$ cat config.mk
export PLATFORM = sky130hd
export DESIGN_NAME = tpu_host_master
export DESIGN_NICKNAME = d
export VERILOG_FILES = /design/src/rtl/tpu_host_master.sv
export SDC_FILE = /design/constraint.sdc
export NUM_CORES = 1
export LEC_CHECK = 0
export CORE_MARGIN = 10
export CORE_UTILIZATION = 40
export DETAILED_ROUTE_END_ITERATION = 8
export PLACE_DENSITY = 0.81
export SLEW_MARGIN = 25
export SYNTH_ARGS = -nofsm -noshare
export SYNTH_HDL_FRONTEND = slang
export SYNTH_SLANG_ARGS = --single-unit
$ cat constraint.sdc
create_clock -name clk -period 2 [get_ports clk]
set_clock_uncertainty 0.1 [all_clocks]
set_input_delay 0.6 -clock clk [delete_from_list [all_inputs] [get_ports clk]]
set_output_delay 0.6 -clock clk [all_outputs]
set_load 0.005 [all_outputs]
$ cat src/rtl/tpu_host_master.sv
// rtl/tpu_host_master.sv - turns host LOAD_A/LOAD_B/RUN/READ_C commands into tpuv1 bus transactions
// Define TPU_HOST_MASTER_TXCNT_EN to build the tx_count bus transaction counter.
module tpu_host_master #(
  parameter int               BITS_AB    = 8,
  parameter int               BITS_C     = 16,
  parameter int               DIM        = 8,
  parameter int               ADDRW      = 16,
  parameter int               DATAW      = 64,
  parameter logic [ADDRW-1:0] A_BASE     = 16'h0100,
  parameter logic [ADDRW-1:0] B_BASE     = 16'h0200,
  parameter logic [ADDRW-1:0] C_BASE     = 16'h0300,
  parameter logic [ADDRW-1:0] MM_ADDR    = 16'h0400,
  parameter int               RUN_CYCLES = 3*DIM
) (
  input  logic             clk,
  input  logic             rst_n,
  input  logic             cmd_valid,
  output logic             cmd_ready,
  input  logic [1:0]       cmd_op,
  input  logic             wr_valid,
  output logic             wr_ready,
  input  logic [DATAW-1:0] wr_data,
  output logic             rd_valid,
  output logic [DATAW-1:0] rd_data,
  output logic             rd_last,
  output logic             done,
  output logic [31:0]      tx_count,
  output logic             bus_r_w,
  output logic [ADDRW-1:0] bus_addr,
  output logic [DATAW-1:0] bus_wdata,
  input  logic [DATAW-1:0] bus_rdata
);
  localparam int AB_WORDS = DIM*DIM*BITS_AB/DATAW;
  localparam int C_WORDS  = DIM*DIM*BITS_C/DATAW;
  localparam int IDXW     = (C_WORDS > AB_WORDS) ? $clog2(C_WORDS) : $clog2(AB_WORDS);
  localparam int CNTW     = $clog2(RUN_CYCLES + 1);
  localparam logic [ADDRW-1:0] STRIDE  = ADDRW'(DATAW/8);
  localparam logic [IDXW-1:0]  AB_LAST = IDXW'(AB_WORDS - 1);
  localparam logic [IDXW-1:0]  C_LAST  = IDXW'(C_WORDS - 1);

  typedef enum logic [2:0] {S_IDLE, S_LOAD, S_TRIG, S_WAIT, S_RDADDR, S_DRAIN} state_t;

  state_t           state_q;
  logic [IDXW-1:0]  idx_q;
  logic [ADDRW-1:0] base_q;
  logic [CNTW-1:0]  cnt_q;
  logic             cmd_ready_q, wr_ready_q, rd_valid_q, rd_last_q, done_q, bus_r_w_q;
  logic [DATAW-1:0] rd_data_q, bus_wdata_q;
  logic [ADDRW-1:0] bus_addr_q;

  // The bus defaults to an idle cycle (read of unmapped address 0) unless a state issues a transaction.
  always_ff @(posedge clk or negedge rst_n) begin
    if (!rst_n) begin
      state_q     <= S_IDLE;
      idx_q       <= '0;
      base_q      <= '0;
      cnt_q       <= '0;
      cmd_ready_q <= 1'b0;
      wr_ready_q  <= 1'b0;
      rd_valid_q  <= 1'b0;
      rd_last_q   <= 1'b0;
      rd_data_q   <= '0;
      done_q      <= 1'b0;
      bus_r_w_q   <= 1'b0;
      bus_addr_q  <= '0;
      bus_wdata_q <= '0;
    end else begin
      bus_r_w_q   <= 1'b0;
      bus_addr_q  <= '0;
      bus_wdata_q <= '0;
      rd_valid_q  <= 1'b0;
      rd_last_q   <= 1'b0;
      done_q      <= 1'b0;
      case (state_q)
        S_IDLE: begin
          cmd_ready_q <= 1'b1;
          if (cmd_valid && cmd_ready_q) begin
            cmd_ready_q <= 1'b0;
            idx_q       <= '0;
            case (cmd_op)
              2'd0, 2'd1: begin
                state_q    <= S_LOAD;
                wr_ready_q <= 1'b1;
                base_q     <= (cmd_op == 2'd0) ? A_BASE : B_BASE;
              end
              2'd2: begin
                state_q    <= S_TRIG;
                bus_r_w_q  <= 1'b1;
                bus_addr_q <= MM_ADDR;
              end
              default: begin
                state_q    <= S_RDADDR;
                bus_addr_q <= C_BASE;
                idx_q      <= IDXW'(1);
              end
            endcase
          end
        end
        S_LOAD: begin
          if (wr_valid && wr_ready_q) begin
            bus_r_w_q   <= 1'b1;
            bus_addr_q  <= base_q + ADDRW'(idx_q) * STRIDE;
            bus_wdata_q <= wr_data;
            idx_q       <= idx_q + IDXW'(1);
            if (idx_q == AB_LAST) begin
              state_q     <= S_IDLE;
              wr_ready_q  <= 1'b0;
              done_q      <= 1'b1;
              cmd_ready_q <= 1'b1;
            end
          end
        end
        S_TRIG: begin
          state_q <= S_WAIT;
          cnt_q   <= CNTW'(RUN_CYCLES);
        end
        S_WAIT: begin
          cnt_q <= cnt_q - CNTW'(1);
          if (cnt_q == CNTW'(1)) begin
            state_q     <= S_IDLE;
            done_q      <= 1'b1;
            cmd_ready_q <= 1'b1;
          end
        end
        S_RDADDR: begin
          // Read data answers the address of the previous cycle, so capture and re-issue together.
          rd_valid_q <= 1'b1;
          rd_data_q  <= bus_rdata;
          bus_addr_q <= C_BASE + ADDRW'(idx_q) * STRIDE;
          idx_q      <= idx_q + IDXW'(1);
          if (idx_q == C_LAST) begin
            state_q <= S_DRAIN;
          end
        end
        S_DRAIN: begin
          rd_valid_q  <= 1'b1;
          rd_data_q   <= bus_rdata;
          rd_last_q   <= 1'b1;
          done_q      <= 1'b1;
          cmd_ready_q <= 1'b1;
          idx_q       <= '0;
          state_q     <= S_IDLE;
        end
        default: state_q <= S_IDLE;
      endcase
    end
  end

`ifdef TPU_HOST_MASTER_TXCNT_EN
  logic [31:0] tx_count_q;

  always_ff @(posedge clk or negedge rst_n) begin
    if (!rst_n) begin
      tx_count_q <= '0;
    end else if (bus_r_w_q || (bus_addr_q != '0)) begin
      tx_count_q <= tx_count_q + 32'd1;
    end
  end

  assign tx_count = tx_count_q;
`else
  assign tx_count = 32'd0;
`endif

  assign cmd_ready = cmd_ready_q;
  assign wr_ready  = wr_ready_q;
  assign rd_valid  = rd_valid_q;
  assign rd_data   = rd_data_q;
  assign rd_last   = rd_last_q;
  assign done      = done_q;
  assign bus_r_w   = bus_r_w_q;
  assign bus_addr  = bus_addr_q;
  assign bus_wdata = bus_wdata_q;

endmodule

==> results.toml, run 1 <==
[drt]
avgViaCountPerCell = 4.60
drt_pre_antenna_iters = 4
routedWlPerCell_um = 20.2
ant_nets = 0
drc = 0
drt_wl_total_um = 18800
first_iter_violations = 171
vias = 4267

[sta]
finalHoldViolCount = 0
max_freq_mhz = 505
maxSlewViolCount = 0
setup_viol = 0
period_minus_slack_ns = 1.98
fin_tns_setup_ns = 0
worst_slew_pin_slew_ns = 0.580
post-route-period-util_pct = 99.1
slew_headroom_pct = 61.3

[global_routing]
grt_max_degree = 106
grt.total_usage_pct = 17.4
grt_pass1_vias = 4605
grt_pass1_wl_um = 27000
grt_overflow = 0
antenna_found_initial = 1

[place]
portBuffers = 274
dp.cells = 891
gp_congestion = 0.824
dpl.hpwl_um = 14500

[worst_setup_path]
crit_path_max_fanout = 2
crit_path_end_kind = "primary output"
critPathBufInv = 1
cp_slowest_stage_delay_ns = 0.52
critPathLaunchType = "register"
crit_type = "reg2out"
cp.required_ns = 1.30
crit_arrival_ns = 1.28
crit_family = "buffers and inverters"
path_cells = "clkdlybuf4s50_1"
crit_slowest_cell = "clkdlybuf4s50_1"

[yosys]
syn_avg_cell_area_sq_um = 13.8
syn_inst = 440
synthXorXnorAreaFrac_pct = 0.268
synth_area_sq_um = 6060
netlist.area_leader.share_pct = 64.0
synthAdderAreaFrac_pct = 0.620
synthMuxAreaShare_pct = 12.6
synth_edf_count = 0
synthSimpleGateAreaFrac_pct = 11.3
async_reset_ff_share_pct = 100
yosysSeqAreaShare_pct = 64.0
synth_flop_cell = "dfrtp_1"
yosys-top-cells-area = "dfrtp_1, mux2_1, and2_1, buf_4, mux2_2"
yosysWarnings = 0
synth_top_family_by_area = "multiplexers"
synth_area_leader_cell = "dfrtp_1"
synth_compound_area_share_pct = 3.39
synth-seq-cells = 155
ys_types = 43

[power_and_ir_drop]
p_leak_nw = 5.48
worst_ir_drop_vdd_mv = 0.603
p_per_area_nw_per_um2 = 997

[die]
die_w_um = 143
start_util_pct = 41.2
die_h_um = 143
core_sq_um = 14700
fp-row-count = 44
ioPinCount = 316
die_area_sq_um = 20500

[cts]
cts_tree = "built"
cts_root_buffer = "clkbuf_16"
clockBufferDepth = 2
h-tree-depth = 4
cts_buffers = 17
clk_pin_slew_ns = 0.06
cts.sinks = 155
clk_latency_ns = 0.41

[outcome]
status = "completed"

[min_path]
min_path_type = "reg2reg"

[layout]
fillers = 1025
drive_above_1_share_pct = 10.9
seq_area_sq_um = 3880
fin_cells = 927
syn_to_final_growth_pct = 58.9
multi_input_area_sq_um = 1870
fin_nets = 866

[run]
max_cap_viol_count = 0
[worst paths after layout]
path	from	slack, ns	depth (start not counted)	to
hold reg to reg	rd_data[51]	0.38	1	rd_data[51]
hold / removal	rd_data[51]	0.38	1	rd_data[51]
setup / recovery	rd_data[9]	0.02	1	rd_data[9]
setup reg to reg	cnt_q[1]	0.32	6	state_q[0]
max in group asynchronous	rst_n	0.60	3	bus_wdata[34]
min in group asynchronous	rst_n	0.46	2	bus_wdata[56]
[layer usage]
layer / share of wire, % / wire length, um / global-route usage (%)
met2: 55 / 10400 / 32.4
met5: 0 / 0 / 0
met1: 36 / 6790 / 17.5
met3: 6.9 / 1290 / 5.84
met4: 1.6 / 303 / 6.08
[Yosys cell counts (4+ instances only)]
cell and n:
a21oi_1 6, and2_1 69, buf_2 5, buf_4 44, buf_6 8, dfrtp_1 155
mux2_1 40, mux2_2 25, nand2_1 14, nand2b_1 5, nand3b_1 4, nor2_1 9
o21ai_0 8
[cell usage in the layout (no fill, tap or decap), types with 3 or more instances in the layout]
master,n
nand3_1,3
mux2_2,25
clkbuf_16,17
bufinv_16,3
mux2i_1,3
buf_4,11
a21oi_1,6
dlygate4sd2_1,36
and2_1,69
clkinv_4,4
nand2b_1,5
mux2_1,40
o21bai_1,3
nor2_1,9
buf_12,4
clkdlybuf4s50_1,182
o21ai_0,8
dlymetal6s2s_1,55
nand3b_1,4
nand2_1,14
ha_1,3
dfrtp_1,154
conb_1,41
[stage by stage]
stage	setup WS, ns	hold slack, ns	util (%)	power (mW)	cell area, sq um
after floorplan	0.531	0.204	-	4.94	6210
after global placement	-0.0892	0.284	60.4	6.38	8880
after detailed placement	-0.147	0.285	60.4	6.51	8880
after CTS	0.000548	0.386	64.5	9.76	9490
after global routing	-0.0159	0.393	65.5	10.1	9630
final	0.0186	0.379	65.5	9.60	9630
[flip-flops by register name, indices dropped and copies added (netlist names)]
| signal | flops |
|---|---|
| base_q | 2 |
| bus_addr | 7 |
| bus_r_w | 1 |
| bus_wdata | 64 |
| cmd_ready | 1 |
| cnt_q | 5 |
| done | 1 |
| idx_q | 4 |
| rd_data | 64 |
| rd_last | 1 |
| rd_valid | 1 |
| state_q | 3 |
| wr_ready | 1 |
[logic make-up (layout without fill, tap and decap cells)]
kind of cell	count (synthesis)	in the layout
mux	68	68
simple gates	117	117
buf+inv	63	325
compound gates	32	32
other cells	1	42
flops	155	155
xor+xnor	1	1
fa+ha+maj	3	3
[power by group]
group | leakage, nW | internal (mW) | switching [mW]
sequential | 2.08 | 3.71 | 0.333
combinational | 3.10 | 1.35 | 0.907
clock | 0.297 | 2.04 | 1.26
[what timing repair did]
| action | 4_1_cts | 5_1_grt |
|---|---|---|
| setup buffers | 2 | 0 |
| endpoints found under the hold margin | 2 | 0 |
| pin swaps | 0 | 0 |
| hold buffers | 1 | 0 |
| resized for setup | 37 | 55 |
| endpoints found under the setup margin | 37 | 55 |
[cell type report]
cell class,count,area share (%)
timing repair buffer,290,31.3
antenna,1,0.0260
clock buffer,20,4.74
multi-input combinational,262,19.5
inverter,3,0.117
sequential,155,40.3
tap,184,2.39
clock inverter,12,1.69
(Power assumes the default switching activity.)
==> run 2: changes to the inputs <==
--- a/config.mk
+++ b/config.mk
@@ -5,11 +5,14 @@
 export SDC_FILE = /design/constraint.sdc
 export NUM_CORES = 1
 export LEC_CHECK = 0
+export ABC_CLOCK_PERIOD_IN_PS = 2000
 export CORE_MARGIN = 10
 export CORE_UTILIZATION = 40
 export DETAILED_ROUTE_END_ITERATION = 8
+export HOLD_SLACK_MARGIN = 0.03
 export PLACE_DENSITY = 0.81
 export SLEW_MARGIN = 25
 export SYNTH_ARGS = -nofsm -noshare
 export SYNTH_HDL_FRONTEND = slang
 export SYNTH_SLANG_ARGS = --single-unit
+export TNS_END_PERCENT = 100
==> results of run 2 <==
The final DEF is identical to that of run 1; final timing and power are the same.
